<file path="src/rtl/sample_buf_pkg.sv">
`default_nettype none
// ============================================================================
// Module      : sample_buf_pkg
// Description : Shared state encoding and width helpers for the multichannel
//               sample history buffer.
// Revision    : 1.0 - initial release
// ============================================================================
package sample_buf_pkg;

    typedef enum logic [1:0] {
        ST_RUN    = 2'b00,
        ST_POST   = 2'b01,
        ST_FROZEN = 2'b10
    } buf_state_e;

    localparam logic [1:0] c_st_run    = ST_RUN;
    localparam logic [1:0] c_st_post   = ST_POST;
    localparam logic [1:0] c_st_frozen = ST_FROZEN;

    // A single channel still needs a 1-bit index port.
    function automatic int ch_width(input int n);
        return (n > 1) ? $clog2(n) : 1;
    endfunction

    function automatic int idx_width(input int d);
        return $clog2(d + 1);
    endfunction

endpackage
`default_nettype wire

</file>
<file path="src/rtl/sample_shift_line.sv">
`default_nettype none
// ============================================================================
// Module      : sample_shift_line
// Description : One channel of sample history: DEPTH-entry shift store with a
//               saturating fill counter and a flattened parallel view.
// Revision    : 1.0 - initial release
// ============================================================================
module sample_shift_line
    import sample_buf_pkg::*;
#(
    parameter int SAMPLE_WIDTH = 8,
    parameter int DEPTH        = 10,
    parameter int IDX_W        = 4
) (
    input  logic                            clk,
    input  logic                            rst_n,
    input  logic                            shift_en,
    input  logic                            clr_fill,
    input  logic [SAMPLE_WIDTH-1:0]         sample_in,
    output logic [DEPTH*SAMPLE_WIDTH-1:0]   flat_data,
    output logic [IDX_W-1:0]                fill
);

    localparam logic [IDX_W-1:0] c_depth = IDX_W'(DEPTH);

    logic [SAMPLE_WIDTH-1:0] r_mem [DEPTH];
    logic [IDX_W-1:0]        r_fill;

    always_ff @(posedge clk or negedge rst_n) begin
        if (!rst_n) begin
            for (int k = 0; k < DEPTH; k++) r_mem[k] <= '0;
        end else if (shift_en) begin
            r_mem[0] <= sample_in;
            for (int k = 1; k < DEPTH; k++) r_mem[k] <= r_mem[k-1];
        end
    end

    // Clearing the fill level leaves the stored words in place.
    always_ff @(posedge clk or negedge rst_n) begin
        if (!rst_n) begin
            r_fill <= '0;
        end else if (clr_fill) begin
            r_fill <= '0;
        end else if (shift_en && (r_fill != c_depth)) begin
            r_fill <= r_fill + IDX_W'(1);
        end
    end

    generate
        for (genvar k = 0; k < DEPTH; k++) begin : g_flat
            assign flat_data[k*SAMPLE_WIDTH +: SAMPLE_WIDTH] = r_mem[k];
        end
    endgenerate

    assign fill = r_fill;

endmodule
`default_nettype wire

</file>
<file path="src/rtl/multichannel_sample_buffer.sv">
`default_nettype none
// ============================================================================
// Module      : multichannel_sample_buffer
// Description : Per-channel sample history with random-access readout and a
//               trigger / post-capture / freeze controller.
// Revision    : 1.0 - initial release
// ============================================================================
module multichannel_sample_buffer
    import sample_buf_pkg::*;
#(
    parameter int NUM_CHANNELS = 14,
    parameter int SAMPLE_WIDTH = 8,
    parameter int DEPTH        = 10,
    parameter int CH_W         = ch_width(NUM_CHANNELS),
    parameter int IDX_W        = idx_width(DEPTH)
) (
    input  logic                    clk,
    input  logic                    rst_n,
    input  logic                    ena,
    input  logic                    wr_valid,
    input  logic [CH_W-1:0]         wr_channel,
    input  logic [SAMPLE_WIDTH-1:0] wr_sample,
    output logic                    wr_ready,
    input  logic                    rd_req,
    input  logic [CH_W-1:0]         rd_channel,
    input  logic [IDX_W-1:0]        rd_index,
    output logic [SAMPLE_WIDTH-1:0] rd_data,
    output logic [IDX_W-1:0]        rd_fill,
    output logic                    rd_valid,
    input  logic                    trig,
    input  logic [IDX_W-1:0]        post_trig,
    input  logic                    rearm,
    output logic [1:0]              state
);

    localparam logic [CH_W:0]    c_num_ch = (CH_W+1)'(NUM_CHANNELS);
    localparam logic [IDX_W-1:0] c_depth  = IDX_W'(DEPTH);

    logic [1:0]                     r_state;
    logic [IDX_W-1:0]               r_post_cnt;
    logic [SAMPLE_WIDTH-1:0]        r_rd_data;
    logic [IDX_W-1:0]               r_rd_fill;
    logic                           r_rd_valid;

    logic                           w_wr_accept;
    logic                           w_clr_fill;
    logic [DEPTH*SAMPLE_WIDTH-1:0]  w_flat [NUM_CHANNELS];
    logic [IDX_W-1:0]               w_fill [NUM_CHANNELS];
    logic [DEPTH*SAMPLE_WIDTH-1:0]  w_sel_flat;
    logic [IDX_W-1:0]               w_sel_fill;
    logic                           w_ch_hit;
    logic [SAMPLE_WIDTH-1:0]        w_rd_data;
    logic [IDX_W-1:0]               w_rd_fill;

    assign wr_ready    = (r_state != c_st_frozen);
    // rearm wins over a coincident write.
    assign w_wr_accept = ena && wr_valid && wr_ready && !rearm &&
                         ({1'b0, wr_channel} < c_num_ch);
    assign w_clr_fill  = ena && rearm;

    generate
        for (genvar c = 0; c < NUM_CHANNELS; c++) begin : g_chan
            sample_shift_line #(
                .SAMPLE_WIDTH (SAMPLE_WIDTH),
                .DEPTH        (DEPTH),
                .IDX_W        (IDX_W)
            ) u_line (
                .clk       (clk),
                .rst_n     (rst_n),
                .shift_en  (w_wr_accept && (wr_channel == CH_W'(c))),
                .clr_fill  (w_clr_fill),
                .sample_in (wr_sample),
                .flat_data (w_flat[c]),
                .fill      (w_fill[c])
            );
        end
    endgenerate

    // Channels that do not exist never match, so they read back as zero.
    always_comb begin
        w_sel_flat = '0;
        w_sel_fill = '0;
        w_ch_hit   = 1'b0;
        w_rd_data  = '0;
        w_rd_fill  = '0;
        for (int c = 0; c < NUM_CHANNELS; c++) begin
            if (rd_channel == CH_W'(c)) begin
                w_sel_flat = w_flat[c];
                w_sel_fill = w_fill[c];
                w_ch_hit   = 1'b1;
            end
        end
        if (w_ch_hit && (rd_index < c_depth)) begin
            w_rd_fill = w_sel_fill;
            for (int k = 0; k < DEPTH; k++) begin
                if (rd_index == IDX_W'(k)) w_rd_data = w_sel_flat[k*SAMPLE_WIDTH +: SAMPLE_WIDTH];
            end
        end
    end

    always_ff @(posedge clk or negedge rst_n) begin
        if (!rst_n) begin
            r_rd_valid <= 1'b0;
            r_rd_data  <= '0;
            r_rd_fill  <= '0;
        end else if (ena) begin
            r_rd_valid <= rd_req;
            if (rd_req) begin
                r_rd_data <= w_rd_data;
                r_rd_fill <= w_rd_fill;
            end
        end
    end

    always_ff @(posedge clk or negedge rst_n) begin
        if (!rst_n) begin
            r_state    <= c_st_run;
            r_post_cnt <= '0;
        end else if (ena) begin
            if (rearm) begin
                r_state    <= c_st_run;
                r_post_cnt <= '0;
            end else begin
                case (r_state)
                    c_st_run: begin
                        if (trig) begin
                            r_post_cnt <= post_trig;
                            r_state    <= (post_trig == '0) ? c_st_frozen : c_st_post;
                        end
                    end
                    c_st_post: begin
                        if (w_wr_accept) begin
                            r_post_cnt <= r_post_cnt - IDX_W'(1);
                            if (r_post_cnt == IDX_W'(1)) r_state <= c_st_frozen;
                        end
                    end
                    c_st_frozen: r_state <= c_st_frozen;
                    default:     r_state <= c_st_run;
                endcase
            end
        end
    end

    assign rd_data  = r_rd_data;
    assign rd_fill  = r_rd_fill;
    assign rd_valid = r_rd_valid;
    assign state    = r_state;

endmodule
`default_nettype wire

</file>
<file path="config.mk">
export PLATFORM = sky130hd
export DESIGN_NAME = multichannel_sample_buffer
export DESIGN_NICKNAME = d
export VERILOG_FILES = /design/src/rtl/sample_buf_pkg.sv /design/src/rtl/sample_shift_line.sv /design/src/rtl/multichannel_sample_buffer.sv
export SDC_FILE = /design/constraint.sdc
export NUM_CORES = 2
export LEC_CHECK = 0
export CORE_ASPECT_RATIO = 1.1
export CORE_UTILIZATION = 61
export DETAILED_ROUTE_END_ITERATION = 12
export PLACE_DENSITY_LB_ADDON = 0.15
export SLEW_MARGIN = 0
export SYNTH_ARGS = -nofsm -noshare
export SYNTH_HDL_FRONTEND = slang
export SYNTH_SLANG_ARGS = --single-unit
export TNS_END_PERCENT = 30
</file>
<file path="constraint.sdc">
create_clock -name clk -period 3.15 [get_ports clk]
set_clock_uncertainty 0.05 [all_clocks]
set_input_delay 0.945 -clock clk [delete_from_list [all_inputs] [get_ports clk]]
set_output_delay 0.945 -clock clk [all_outputs]
set_load 0.01 [all_outputs]
</file>
* Word level (Yosys, flattened, before mapping)
Index checks and enable logic that the tools add are counted.
Word-level totals: bits in registers 1195, logic and storage cells 382, input bits 31, output and inout port bits 16
Cells by class: add/sub/neg operators 15, magnitude comparators 2, equal/unequal tests 56, mux-type cells 92, reductions and logical operators 58
Operator list (count):
- 80-bit 2-to-1 mux | 14
- 4-bit 2-to-1 mux | 46
- 8-bit 2-to-1 mux | 11
- 4-bit by 1-bit adder with 4-bit output, second input constant | 14
- 4-bit equality test, second input constant | 14
- 4-bit != test, second input constant | 14
- 4-bit by 3-bit equality test with 1-bit output, second input constant | 12
- 1-bit logical AND | 34
- 2-bit nonzero test | 14
- 4-bit by 2-bit equality test with 1-bit output, second input constant | 6
- 4-bit by 1-bit equality test with 1-bit output, second input constant | 4
- 4-bit zero test | 4
- 1-bit 2-to-1 mux | 14
- 2-bit 2-to-1 mux | 5
- 3-bit != test, second input constant | 3
- 4-bit < comparator, second input constant | 2
- 4-bit case mux with 2 select lines | 1
- 4-bit AND reduction | 2
- 2-bit case mux with 3 select lines | 1
- 4-bit by 1-bit subtractor with 4-bit output, second input constant | 1
- 3-bit nonzero test | 1
- 2-bit by 1-bit equality test with 1-bit output, second input constant | 1
- 2-bit equality test, second input constant | 1
- 2-bit zero test | 1
- other kinds (3) | 3

* Longest topological paths before layout
word-level depth 26, gate-level depth with buffers 14, mapped depth without buffers 10

* Modules after synthesis
From an unflattened synthesis, not the netlist that was laid out.
Unflattened totals: cell total of the unflattened synthesis 4397, area total of the unflattened synthesis 63302.0 µm²
By module, submodules not included:
- sample_shift_line | cells an instance 191, area each 3616.0 µm², instances 14, seq. area each 2102.0 µm²
- multichannel_sample_buffer | cells an instance 1723, area each 12678.4 µm², instances 1, seq. area each 475.5 µm²

* Least setup slack after synthesis
No wires, ideal clock.
path type in2reg, start in rd_channel[1], end reg r_rd_data[0] (netlist: rd_data[0]), path buffers 4, setup time 0.135 ns, arrival time 2.667 ns, path slack 0.298 ns, stages 11, required time 2.965 ns, path through buf_6 -> buf_6 -> buf_8 -> buf_6 -> mux2_2 -> a221oi_1 -> nor3_1 -> nor4b_1 -> o21ai_0 -> o2111ai_1 -> a22oi_1
Between the ends: word-level cells in the longest chain between the ends 26, elaborated cells between the ends (all ways) 54, those cells by class eq/ne: 13; mux: 39; reduce/logical: 2
RTL lines:
- start, declared | line multichannel_sample_buffer.sv:25 | input logic [CH_W-1:0] rd_channel,
- 4-bit zero test | line multichannel_sample_buffer.sv:87 | if (rd_channel == CH_W'(c)) begin
- 80-bit 2-to-1 mux (14 in a row) | line multichannel_sample_buffer.sv:87
- 8-bit 2-to-1 mux (10 in a row) | line multichannel_sample_buffer.sv:96 | if (rd_index == IDX_W'(k)) w_rd_data = w_sel_flat[k*SAMPLE_WIDTH +: SAMPLE_WIDTH];
- 8-bit 2-to-1 mux * | line multichannel_sample_buffer.sv:93 | if (w_ch_hit && (rd_index < c_depth)) begin
- end signal, assigned | line multichannel_sample_buffer.sv:109 | r_rd_data <= w_rd_data;
- end, declared | line multichannel_sample_buffer.sv:41 | logic [SAMPLE_WIDTH-1:0] r_rd_data;
Mark *: on every way between the ends. The rest lies on a longest branch, timed or not. A chain may end at the register's enable or synchronous reset.

* Worst setup path in the final report
start in rd_index[3], end reg r_rd_data[2] (netlist: rd_data[2])
Between the ends: word-level cells in the longest chain between the ends 12, elaborated cells between the ends (all ways) 23, those cells by class order compare: 1; eq/ne: 9; mux: 11; reduce/logical: 2
RTL lines:
- start, declared | line multichannel_sample_buffer.sv:26 | input logic [IDX_W-1:0] rd_index,
- 4-bit zero test | line multichannel_sample_buffer.sv:96
- 8-bit 2-to-1 mux (10 in a row) | line multichannel_sample_buffer.sv:96
- 8-bit 2-to-1 mux * | line multichannel_sample_buffer.sv:93
Marks and branches as above.

==> flow_metrics.tcl <==
set metrics [dict create \
    seq_area_frac_synth 0.531 \
    antenna_found_initial 9 \
    min_period_over_period 0.981 \
    start_util 0.617 \
    drive_above_1_share 0.432 \
    tightest_slew_ns 0.765 \
    period_needed_ns 3.09 \
    grt_max_degree 109 \
    dr.pass1.iters 6 \
    arrival_ns 3.68 \
    ctsHoldBuffers 0 \
    place_inst 5935 \
    pin_count 47 \
    drt_iter0_drc 4850 \
    hpwl_um 142000 \
    viasPerCell 6.78 \
    layout_setup_ws_ns 0.0595 \
    fin_nets 4943 \
    multi_input_area_um2 24500 \
    cts_resized 0 \
    maxCapViolCount 0 \
    criticalPathCategory "in -> reg" \
    grt_pass1_wl_um 284000 \
    synth_cell_types 99 \
    post_drt_wl_per_cell_um 31.0 \
    grt_pass1_vias 42500 \
    slew_viol_final 0 \
    hold_class "in -> async" \
    crit_fanout 4 \
    clkTransAtPathRegs_ns 0.06 \
    relSlewSlack 0.488 \
    track_usage 0.414 \
    required_ns 3.74 \
    stdcell_count 6166 \
    synth-async-reset-ratio 1.00 \
    vias 41800 \
    drt-total-wl_um 191000 \
    die-area_um2 93500 \
    setup.worst_path.start_class "primary input" \
    place_ws_ns -0.573 \
    endpoint_kind "register" \
    netlist_instances 4347 \
    rsz0062_at_grt "false" \
    gp_congestion 1.03 \
    p_per_area_nw_per_um2 515 \
    die_y_um 321 \
    ys_ff_latch 1195 \
    grt_overflow 0 \
    io_buffers 46 \
    synthesis.nets 4412 \
    status "finished, final reports clean" \
    synthesis.area_um2 56300 \
    dieWidth_um 292 \
    yosysMostFrequentCell "dfrtp_1" \
    area_growth_pct 20.0 \
    postRouteAntennaNets 0 \
    setup_viol 0 \
    cts_num_sinks 1195 \
    setup-tns-final_ns 0 \
    regArea_um2 29900 \
    synth_area_leaders "dfrtp_1, mux2_2, mux2i_1, mux4_2, a21oi_1" \
    h-tree-depth 3 \
    coreArea_um2 91100 \
    synth-edff-count 0 \
    yosys.area.top_type "dfrtp_1" \
    clkLatencyLatePin_ns 0.73 \
    post_cts_buffers 0 \
    fillers 6164 \
    cts_tree "built" \
    fmax_mhz 324 \
    clockBufferDepth 3 \
    remaining_drc_errors 0 \
    cts_buffers 121 \
    ys_warn_count 0 \
    synthTopCellsByCount "dfrtp_1, mux2_2, a21oi_1, o21ai_0, nand2_1" \
    finalHoldViolations 0 \
    irDropWorstVdd_mv 0.499 \
    synth_top_area_share 0.531 \
    post-route-util 0.741 \
    p_leak_uw 0.0327 \
    synthFlopType "dfrtp_1" \
    clock-root-buffer "clkbuf_16" \
    avgSynthCellArea_um2 12.9 \
    row_count 116 \
]
## per-stage QoR
stage	total power, uW	hold slack, ns	area (um^2)
final	34800	0.0905	67500
after global routing	35700	0.113	67500
after CTS	34800	0.0893	67500
after detailed placement	19500	0.438	63200
after global placement	19400	0.430	63200
after floorplan	17700	0.414	56300
## cell families (layout without fill, tap and decap cells)
logic type,count (synthesis),after routing,share of synthesized area
AND/OR/NAND/NOR,554,554,0.0494
multiplexers,1294,1294,0.265
adder cells (fa/ha/maj),34,34,0.00756
XOR/XNOR,21,21,0.00327
flip-flops,1195,1195,0.531
buffers and inverters,370,1005,0.0366
AO/OA/AOI/OAI,879,879,0.106
other,0,4,0
## flip-flops by register name, summed over array words and instances, names as in the netlist
signal                   count
rd_valid                     1
state                        2
g_chan.u_line.fill          56
rd_data                      8
r_post_cnt                   4
g_chan.u_line.flat_data   1120
rd_fill                      4
## power by group
part           leakage, uW  switching [uW]  internal (uW)
logic               0.0139            1810           1310
clock network      0.00213            6210           9330
registers           0.0166             394          15800
## final cells by class
cell class                 count  share of cell area
antenna                        4            0.000148
multi-input combinational   2782               0.363
clock buffer                 178              0.0531
inverter                      41             0.00228
clock inverter                49              0.0108
timing repair buffer         737               0.106
tap                         1180              0.0219
sequential                  1195               0.443
## layout by cell type (no fill, tap or decap), types with 12 or more instances in the layout
master and n:
buf_4 572, o22ai_1 64, nand2_1 160, o31ai_1 12, mux2i_1 97, clkinv_2 21
a22o_1 26, mux4_2 43, nand4_1 13, a221oi_1 39, a31oi_1 23, a222oi_1 16
buf_12 121, clkbuf_8 26, bufinv_16 18, nor3_1 20, a221o_1 18, dfrtp_1 1195
a21oi_1 185, clkbuf_16 125, nor2b_1 18, o21ai_1 13, ha_1 34, mux2_2 1151
a211oi_1 30, nand3_1 63, or3_1 14, o21ai_0 182, nand2b_1 24, clkdlybuf4s50_1 41
o2bb2ai_1 15, inv_1 39, nand3b_1 14, o221ai_1 53, clkbuf_1 27, nor2_1 150
a22oi_1 85
## worst paths after layout
kind	startpoint	to	slack (ns)	cells past startpoint
setup / recovery	rd_index[3]	rd_data[2]$_DFFE_PN0P_	0.06	11
hold / removal	rst_n	g_chan[0].u_line.flat_data[70]$_DFFE_PN0P_	0.09	1
setup reg to reg	state[0]$_DFFE_PN0P_	g_chan[5].u_line.flat_data[13]$_DFFE_PN0P_	0.62	9
hold reg to reg	g_chan[2].u_line.flat_data[77]$_DFFE_PN0P_	g_chan[2].u_line.flat_data[77]$_DFFE_PN0P_	0.45	1
max in group asynchronous	rst_n	g_chan[3].u_line.flat_data[5]$_DFFE_PN0P_	1.90	3
min in group clk	g_chan[2].u_line.flat_data[77]$_DFFE_PN0P_	g_chan[2].u_line.flat_data[77]$_DFFE_PN0P_	0.45	1
## routing by layer
metal,GRT usage,wire length [um],part of all wire,vias to the layer above
met5,0,69,0.00036,-
met4,0.231,12800,0.067,10
met3,0.0932,19800,0.10,653
met2,0.641,86800,0.45,2308
met1,0.542,72000,0.38,21500
li1,-,-,-,17400
## worst max-delay path: stages
cell	delay (ns)
clkdlybuf4s50_1	0.52
buf_4	0.20
buf_4	0.13
nor4_1	0.39
buf_4	0.22
o21ai_0	0.09
a211oi_1	0.33
a211oi_1	0.13
a31oi_1	0.37
o31ai_1	0.18
a21oi_1	0.17
Note: power is estimated with default switching activity, not from simulation.
